==> src/rtl/ex_div_pkg.sv <==
// Shared definitions for the RV32M divide unit: data widths, reset value and
// funct3 operation codes.
package ex_div_pkg;

    localparam int DATA_WIDTH     = 32;
    localparam int REG_ADDR_WIDTH = 5;

    localparam logic [DATA_WIDTH-1:0] RST_DATA = '0;

    localparam logic [2:0] FUNCT3_DIV  = 3'b100;
    localparam logic [2:0] FUNCT3_DIVU = 3'b101;
    localparam logic [2:0] FUNCT3_REM  = 3'b110;
    localparam logic [2:0] FUNCT3_REMU = 3'b111;

    function automatic logic [DATA_WIDTH-1:0] abs_val(input logic [DATA_WIDTH-1:0] v);
        return v[DATA_WIDTH-1] ? (~v + 1'b1) : v;
    endfunction

endpackage

==> src/rtl/ex_div.sv <==
// Multi-cycle RV32M divider (DIV/DIVU/REM/REMU): restoring radix-2, one
// quotient bit per cycle, stalling the front of the pipeline while busy.
//
//   state | meaning
//   IDLE  | waiting for start_i; operands latched on accept
//   CALC  | 32 shift/subtract steps, counter 0..31
//   DONE  | apply sign correction, register result and pulse valid
module ex_div
    import ex_div_pkg::*;
(
    input  logic                      clk,
    input  logic                      rst,
    input  logic                      start_i,
    input  logic [2:0]                funct3_i,
    input  logic [DATA_WIDTH-1:0]     op_data1_i,
    input  logic [DATA_WIDTH-1:0]     op_data2_i,
    input  logic [REG_ADDR_WIDTH-1:0] rd_addr_i,
    input  logic                      flush_i,
    output logic                      hold_req_o,
    output logic                      result_valid_o,
    output logic [DATA_WIDTH-1:0]     result_o,
    output logic [REG_ADDR_WIDTH-1:0] rd_addr_o,
    output logic                      busy_o
);

    typedef enum logic [1:0] {
        ST_IDLE = 2'd0,
        ST_CALC = 2'd1,
        ST_DONE = 2'd2
    } state_t;

    state_t                      state_q, state_d;
    logic [5:0]                  cnt_q, cnt_d;
    logic [2:0]                  funct3_q, funct3_d;
    logic [REG_ADDR_WIDTH-1:0]   rd_addr_q, rd_addr_d;
    logic [DATA_WIDTH-1:0]       quo_q, quo_d;
    logic [DATA_WIDTH-1:0]       rem_q, rem_d;
    logic [DATA_WIDTH-1:0]       dsr_q, dsr_d;
    logic                        neg_quo_q, neg_quo_d;
    logic                        neg_rem_q, neg_rem_d;
    logic [DATA_WIDTH-1:0]       result_q, result_d;
    logic [REG_ADDR_WIDTH-1:0]   rd_out_q, rd_out_d;
    logic                        valid_q, valid_d;

    logic                        hold_req;
    logic                        op_signed;
    logic                        op_is_rem;
    logic                        res_neg;
    logic [DATA_WIDTH:0]         rem_shift;
    logic [DATA_WIDTH:0]         rem_diff;
    logic [DATA_WIDTH-1:0]       mag;
    logic [DATA_WIDTH-1:0]       res_fix;

    always_comb begin
        state_d   = state_q;
        cnt_d     = cnt_q;
        funct3_d  = funct3_q;
        rd_addr_d = rd_addr_q;
        quo_d     = quo_q;
        rem_d     = rem_q;
        dsr_d     = dsr_q;
        neg_quo_d = neg_quo_q;
        neg_rem_d = neg_rem_q;
        result_d  = result_q;
        rd_out_d  = rd_out_q;
        valid_d   = 1'b0;
        hold_req  = 1'b0;

        op_signed = (funct3_i == FUNCT3_DIV) || (funct3_i == FUNCT3_REM);
        op_is_rem = (funct3_q == FUNCT3_REM) || (funct3_q == FUNCT3_REMU);

        // rem_q < dsr_q always holds, so bit DATA_WIDTH of the difference is a pure borrow flag
        rem_shift = {rem_q, quo_q[DATA_WIDTH-1]};
        rem_diff  = rem_shift - {1'b0, dsr_q};

        mag     = op_is_rem ? rem_q : quo_q;
        res_neg = op_is_rem ? neg_rem_q : neg_quo_q;
        res_fix = res_neg ? (~mag + 1'b1) : mag;

        if (flush_i) begin
            state_d = ST_IDLE;
            cnt_d   = '0;
        end else begin
            unique case (state_q)
                ST_IDLE: begin
                    if (start_i) begin
                        hold_req  = 1'b1;
                        funct3_d  = funct3_i;
                        rd_addr_d = rd_addr_i;
                        cnt_d     = '0;
                        // Divide by zero preloads the architectural result and skips CALC
                        if (op_data2_i == '0) begin
                            quo_d     = '1;
                            rem_d     = op_data1_i;
                            dsr_d     = '0;
                            neg_quo_d = 1'b0;
                            neg_rem_d = 1'b0;
                            state_d   = ST_DONE;
                        end else begin
                            quo_d     = op_signed ? abs_val(op_data1_i) : op_data1_i;
                            dsr_d     = op_signed ? abs_val(op_data2_i) : op_data2_i;
                            rem_d     = '0;
                            neg_quo_d = op_signed & (op_data1_i[DATA_WIDTH-1] ^ op_data2_i[DATA_WIDTH-1]);
                            neg_rem_d = op_signed & op_data1_i[DATA_WIDTH-1];
                            state_d   = ST_CALC;
                        end
                    end
                end
                ST_CALC: begin
                    hold_req = 1'b1;
                    if (!rem_diff[DATA_WIDTH]) begin
                        rem_d = rem_diff[DATA_WIDTH-1:0];
                        quo_d = {quo_q[DATA_WIDTH-2:0], 1'b1};
                    end else begin
                        rem_d = rem_shift[DATA_WIDTH-1:0];
                        quo_d = {quo_q[DATA_WIDTH-2:0], 1'b0};
                    end
                    if (cnt_q == 6'd31) begin
                        cnt_d   = '0;
                        state_d = ST_DONE;
                    end else begin
                        cnt_d = cnt_q + 6'd1;
                    end
                end
                ST_DONE: begin
                    valid_d  = 1'b1;
                    result_d = res_fix;
                    rd_out_d = rd_addr_q;
                    state_d  = ST_IDLE;
                end
                default: begin
                    state_d = ST_IDLE;
                end
            endcase
        end
    end

    always_ff @(posedge clk or posedge rst) begin
        if (rst) begin
            state_q   <= ST_IDLE;
            cnt_q     <= '0;
            funct3_q  <= '0;
            rd_addr_q <= '0;
            quo_q     <= RST_DATA;
            rem_q     <= RST_DATA;
            dsr_q     <= RST_DATA;
            neg_quo_q <= 1'b0;
            neg_rem_q <= 1'b0;
            result_q  <= RST_DATA;
            rd_out_q  <= '0;
            valid_q   <= 1'b0;
        end else begin
            state_q   <= state_d;
            cnt_q     <= cnt_d;
            funct3_q  <= funct3_d;
            rd_addr_q <= rd_addr_d;
            quo_q     <= quo_d;
            rem_q     <= rem_d;
            dsr_q     <= dsr_d;
            neg_quo_q <= neg_quo_d;
            neg_rem_q <= neg_rem_d;
            result_q  <= result_d;
            rd_out_q  <= rd_out_d;
            valid_q   <= valid_d;
        end
    end

    assign hold_req_o     = hold_req;
    assign result_valid_o = valid_q;
    assign result_o       = result_q;
    assign rd_addr_o      = rd_out_q;
    assign busy_o         = (state_q != ST_IDLE);

endmodule

==> config.mk <==
export PLATFORM = sky130hd
export DESIGN_NAME = ex_div
export DESIGN_NICKNAME = d
export VERILOG_FILES = /design/src/rtl/ex_div_pkg.sv /design/src/rtl/ex_div.sv
export SDC_FILE = /design/constraint.sdc
export NUM_CORES = 1
export LEC_CHECK = 0
export BUFFER_PORTS_ARGS = -buffer_cell sky130_fd_sc_hd__buf_2
export CAP_MARGIN = 25
export CORE_AREA = 2 2 160 115
export CTS_CLUSTER_DIAMETER = 40
export DETAILED_ROUTE_END_ITERATION = 10
export DIE_AREA = 0 0 162 117
export PLACE_DENSITY = 0.9
export SLEW_MARGIN = 0
export SYNTH_ARGS = -nofsm -noshare
export SYNTH_HDL_FRONTEND = slang
export SYNTH_SLANG_ARGS = --single-unit
export TNS_END_PERCENT = 100
==> constraint.sdc <==
create_clock -name clk -period 10.72 [get_ports clk]
set_clock_uncertainty 0.15 [all_clocks]
set_input_delay 1.072 -clock clk [delete_from_list [all_inputs] [get_ports clk]]
set_output_delay 1.072 -clock clk [all_outputs]
set_load 0.005 [all_outputs]
# Word-level counts from Yosys, hierarchy flattened
# Cells that the tools add are included.
# W data, S select, Z words.
dict set report classes {
  bitwise 7
  add_sub_neg 5
  eq_ne 10
  muxes 32
  n_reduce_logical 12
}
# operator n
set ops {}
lappend ops {{$mux W32} 12}
lappend ops {{$pmux W32 S2} 2}
lappend ops {{$add A32 B1 Y32 const B} 3}
lappend ops {{$not A32 Y32} 3}
lappend ops {{$sub A33 B32 Y33} 1}
lappend ops {{$logic_not A32 Y1} 1}
lappend ops {{$mux W6} 3}
lappend ops {{$eq A3 B3 Y1 const B} 4}
lappend ops {{$pmux W6 S2} 1}
lappend ops {{$mux W1} 8}
lappend ops {{$mux W2} 4}
lappend ops {{$add A6 B1 Y6 const B} 1}
lappend ops {{$eq A6 B5 Y1 const B} 1}
lappend ops {{$ne A3 B3 Y1 const B} 2}
lappend ops {{$reduce_and A2 Y1} 3}
lappend ops {{$reduce_and A3 Y1} 2}
lappend ops {{$pmux W2 S2} 1}
lappend ops {{$reduce_bool A2 Y1} 2}
lappend ops {{$reduce_bool A3 Y1} 1}
lappend ops {{$and A1 B1 Y1} 2}
lappend ops {{$eq A2 B1 Y1 const B} 1}
lappend ops {{$eq A2 B2 Y1 const B} 1}
lappend ops {{$logic_not A2 Y1} 1}
lappend ops {{$logic_or A1 B1 Y1} 2}
lappend ops {{4 further kinds} 4}
dict set report word_totals {
  elab_cells 78
  input_bits 76
  register_bits 152
  out_inout_bits 40
}

# Longest topological paths before layout
dict set report logic_depth {
  ltp_word 7
  ltp_mapped 15
}

# Least setup slack after synthesis
# No wires, ideal clock.
dict set report synth_path {
  path_type {input port to flip-flop}
  startpoint {in op_data2_i[6]}
  endpoint {reg rem_q[27]}
  path_slack_ns 7.240
  setup_ns 0.087
  t_arrival_ns 3.244
  cell_stages 10
  n_path_buf 2
  path_cell_list {or4_1 > or3_1 > nor3_4 > nand2_2 > nor4_4 > and2_1 > buf_2 > buf_4 > a21oi_1 > a211oi_2}
}
dict set report synth_between {
  elab_chain_cells 4
}
# element line_no
set synth_lines {}
lappend synth_lines {{start, declared} ex_div.sv:16} ;# input logic [DATA_WIDTH-1:0] op_data2_i,
lappend synth_lines {{$logic_not A32 Y1} ex_div.sv:92} ;# if (op_data2_i == '0) begin
lappend synth_lines {{$mux W32} ex_div.sv:92}
lappend synth_lines {{$mux W32} ex_div.sv:86} ;# if (start_i) begin
lappend synth_lines {{$pmux W32 S2} ex_div.sv:84} ;# unique case (state_q)
lappend synth_lines {{end signal, assigned} ex_div.sv:158} ;# rem_q <= rem_d;
lappend synth_lines {{end, declared} ex_div.sv:37} ;# logic [DATA_WIDTH-1:0] rem_q, rem_d;
# Every way passes these cells. The select of a mux whose other input is x is not followed.
# A chain may end at the register's enable or synchronous reset.

# Worst setup path after layout
dict set report layout_path {
  startpoint {in op_data2_i[6]}
  endpoint {reg rem_q[25]}
}
# The elaborated chain is that of the path after synthesis.

==> run_results.csv <==
group,metric,value,unit
status,status,"finished, final reports clean",
synthesis,yosys-top-cells-area,"dfrtp_1 35%, nand2_1 6.8%, o21ai_0 6.8%",
timing,rsz0062_at_grt,"no",
setup_path,rr_startpoint,"rem_q[15]$_DFFE_PP0P_",
setup_path,ff2ff_setup_slack,6.47,ns
power_and_ir_drop,p_comb_share,60.3,%
synthesis,synthArstFlopShare,100,%
synthesis,synth.top_cell.area_share,35.1,%
setup_path,critPathLaunchType,"primary input",
finish,seq_area,0.00378,mm²
floorplan,core,0.0175,mm²
floorplan,initial_utilization,61.3,%
power_and_ir_drop,swShare,46.4,%
global_route,antenna_found_initial,1,
power_and_ir_drop,power_leakage,5.42,nW
synthesis,synth_cells,1315,
power_and_ir_drop,p_clk_share,15.1,%
drt,routed_wl,31.2,mm
drt,post-route-drc-count,0,
setup_path,rr_worst_depth,11,
finish,drive_gt1_share,14.3,%
clock_network,cts_buffer_depth,2,
drt,avgViaCountPerCell,6.47,
clock_network,clock_latency,0.44,ns
global_route,grt_pass1_vias,10041,
placed_design,dp_slack,5.92,ns
timing,fmax,0.223,GHz
drt,dr.pass1.iters,7,
drt,wl_per_cell,19.0,µm
finish,nFillCells,1374,
timing,finalCriticalPeriod,4.49,ns
synthesis,synth_area,0.0108,mm²
synthesis,ys_ff_latch,151,
clock_network,cts_hold_buffers,0,
synthesis,yosysMostFrequentCell,"nand2_1",
setup_path,cp_max_fo,31,
clock_network,cts_num_sinks,151,
floorplan,rows,41,
clock_network,cts_setup_buffers,0,
finish,multiInputGateArea,0.00649,mm²
synthesis,synth-edff-count,0,
global_route,overflow,0,
synthesis,synth.net_count,1428,
clock_network,clock-root-buffer,"clkbuf_16",
setup_path,crit_type,"primary input to register",
power_and_ir_drop,sequentialPowerShare,24.5,%
finish,area_growth,12.6,%
global_route,grt_pass1_wl,49.3,mm
synthesis,synth_common_cells,"196 x nand2_1, 151 x dfrtp_1, 146 x o21ai_0",
flow_run,maxCapViolCount,0,
power_and_ir_drop,p_per_area,367,mW/mm²
timing,final_hold_viol_count,0,
clock_network,numCtsBuffers,17,
floorplan,ioPinCount,116,
min_path,hp-class,"register to register",
setup_path,worst_setup_path_end_kind,"register",
synthesis,postSynthAreaPerCell,8.18,µm²
synthesis,ys_types,68,
setup_path,r2r_end,"rem_q[12]$_DFFE_PP0P_",
drt,postRouteAntennaNets,0,
timing,tns,0,ns
power_and_ir_drop,ir_drop,0.230,mV
placed_design,gp_congestion,0.999,
synthesis,seq_area_frac_synth,35.1,%
clock_network,h-tree-depth,4,
power_and_ir_drop,power_switching,2.06,mW
placed_design,io_buffers,115,
clock_network,clkTransAtPathRegs,0.07,ns
timing,fin_ws,6.23,ns
timing,timing.final.crit_share,41.8,%
drt,drt_iter0_drc,1186,
floorplan,dieWidth,162,µm
min_path,hold_start,"rd_addr_o[2]$_DFFE_PP0P_",
global_route,grt_usage,32.9,%
floorplan,die_area,0.0190,mm²
timing,setup_viol,0,
synthesis,synth_largest_area_cell,"dfrtp_1",
synthesis,synth_flop_cell,"dfrtp_1",
setup_path,cp.required,10.92,ns
timing,max-slew-margin-rel,36.8,%
global_route,grt_max_degree,99,
timing,tightest_slew,0.948,ns
power_and_ir_drop,p_int,2.38,mW
floorplan,die_y,117,µm
min_path,holdPathStages,2,
finish,num-nets-final,1501,
min_path,hold_path_end,"rd_addr_o[2]$_DFFE_PP0P_",
placed_design,hpwlAfterDp,21.5,mm
timing,finalMaxSlewViolations,0,
clock_network,cts_resized,0,
setup_path,arrival,4.68,ns
synthesis,yosysWarnings,0,
clock_network,cts_tree,"done",
drt,num_vias,10622,
## worst max path at each step
stage / from / endpoint / cells past startpoint
floorplan: rst / cnt_q[0]$_DFFE_PP0P_ / 1
global placement: op_data2_i[6] / rem_q[25]$_DFFE_PP0P_ / 12
detailed placement: op_data2_i[6] / rem_q[25]$_DFFE_PP0P_ / 12
CTS: op_data2_i[6] / rem_q[25]$_DFFE_PP0P_ / 12
global route: op_data2_i[6] / rem_q[25]$_DFFE_PP0P_ / 12
finish: op_data2_i[6] / rem_q[25]$_DFFE_PP0P_ / 12
## kinds of logic (layout without fill, tap and decap cells)
logic type      after synthesis  in the layout  synth area share, %
flops                       151            151                 35.1
compound gates              396            396                 22.8
mux                          59             59                 5.74
buf+inv                     126            212                 4.72
simple gates                433            433                 18.0
fa+ha+maj                    37             37                 4.38
other cells                   0              5                    0
xor+xnor                    113            113                 9.27
## sequential cells by signal, indices dropped and copies added, names as in the netlist
| name | count |
|---|---|
| state_q | 2 |
| neg_rem_q | 1 |
| rd_addr_q | 5 |
| result_valid_o | 1 |
| result_o | 32 |
| rd_addr_o | 5 |
| cnt_q | 6 |
| quo_q | 32 |
| dsr_q | 32 |
| funct3_q | 2 |
| rem_q | 32 |
| neg_quo_q | 1 |
## cells in the final DEF (no fill, tap or decap), drive strengths merged, types with 9 or more instances in the layout
| cell type | count |
|---|---|
| nand2 | 197 |
| buf | 128 |
| o41ai | 9 |
| ha | 36 |
| xnor2 | 69 |
| nor2b | 11 |
| inv | 52 |
| dfrtp | 151 |
| o31ai | 23 |
| and3 | 11 |
| nand2b | 9 |
| a21oi | 82 |
| a21o | 13 |
| a211oi | 14 |
| nor3 | 31 |
| o21ai | 150 |
| clkbuf | 19 |
| xor2 | 44 |
| nand4 | 9 |
| a221oi | 24 |
| mux2 | 21 |
| nand3 | 16 |
| o22ai | 31 |
| mux2i | 38 |
| nor2 | 112 |
## power by group through the flow
stage          sequential (mW)  combinational (mW)  clock, mW
3_5_place_dp              1.08                2.55          0
6_report                  1.09                2.68      0.673
3_3_place_gp              1.07                2.47          0
4_1_cts                   1.07                2.61      0.671
2_1_floorplan            0.995                2.03          0
5_1_grt                   1.11                2.94      0.696
## critical path, stage by stage
cell,delay (ns)
buf_2,0.13
or4_1,0.57
or3_1,0.47
nor3_4,0.26
nand2_2,0.14
nor4_4,0.24
buf_4,0.41
and2_1,0.61
buf_4,0.33
a21o_1,0.14
a211oi_1,0.05
nor3_1,0.23
## per-stage QoR
stage	cell area, µm²	power (mW)	utilization [%]	hold WS (ns)	cells
6_report	12100	4.45	69.0	0.324	1642
5_1_grt	12100	4.75	68.9	0.350	1638
4_1_cts	12100	4.36	68.8	0.325	1636
3_5_place_dp	11400	3.63	65.1	0.310	1604
3_3_place_gp	11400	3.54	65.1	0.298	1604
2_1_floorplan	10800	3.03	-	0.289	1315
## routing by layer
layer / vias up / wire length, µm / global-route usage [%]
met4: 0 / 1420 / 16.5
met3: 128 / 2890 / 6.73
met1: 5053 / 12600 / 42.6
li1: 4837 / - / -
met5: - / 0 / 0
met2: 604 / 14300 / 53.5
## area by class of cell
| class | count | area share (%) |
|---|---|---|
| Timing Repair Buffer | 128 | 5.66 |
| Clock buffer | 19 | 3.66 |
| Sequential cell | 151 | 31.2 |
| Tap cell | 236 | 2.44 |
| Clock inverter | 13 | 1.67 |
| Inverter | 52 | 1.65 |
| Multi-Input combinational cell | 1038 | 53.6 |
| Antenna cell | 5 | 0.103 |
No activity file was read; power rests on OpenSTA's default activity.
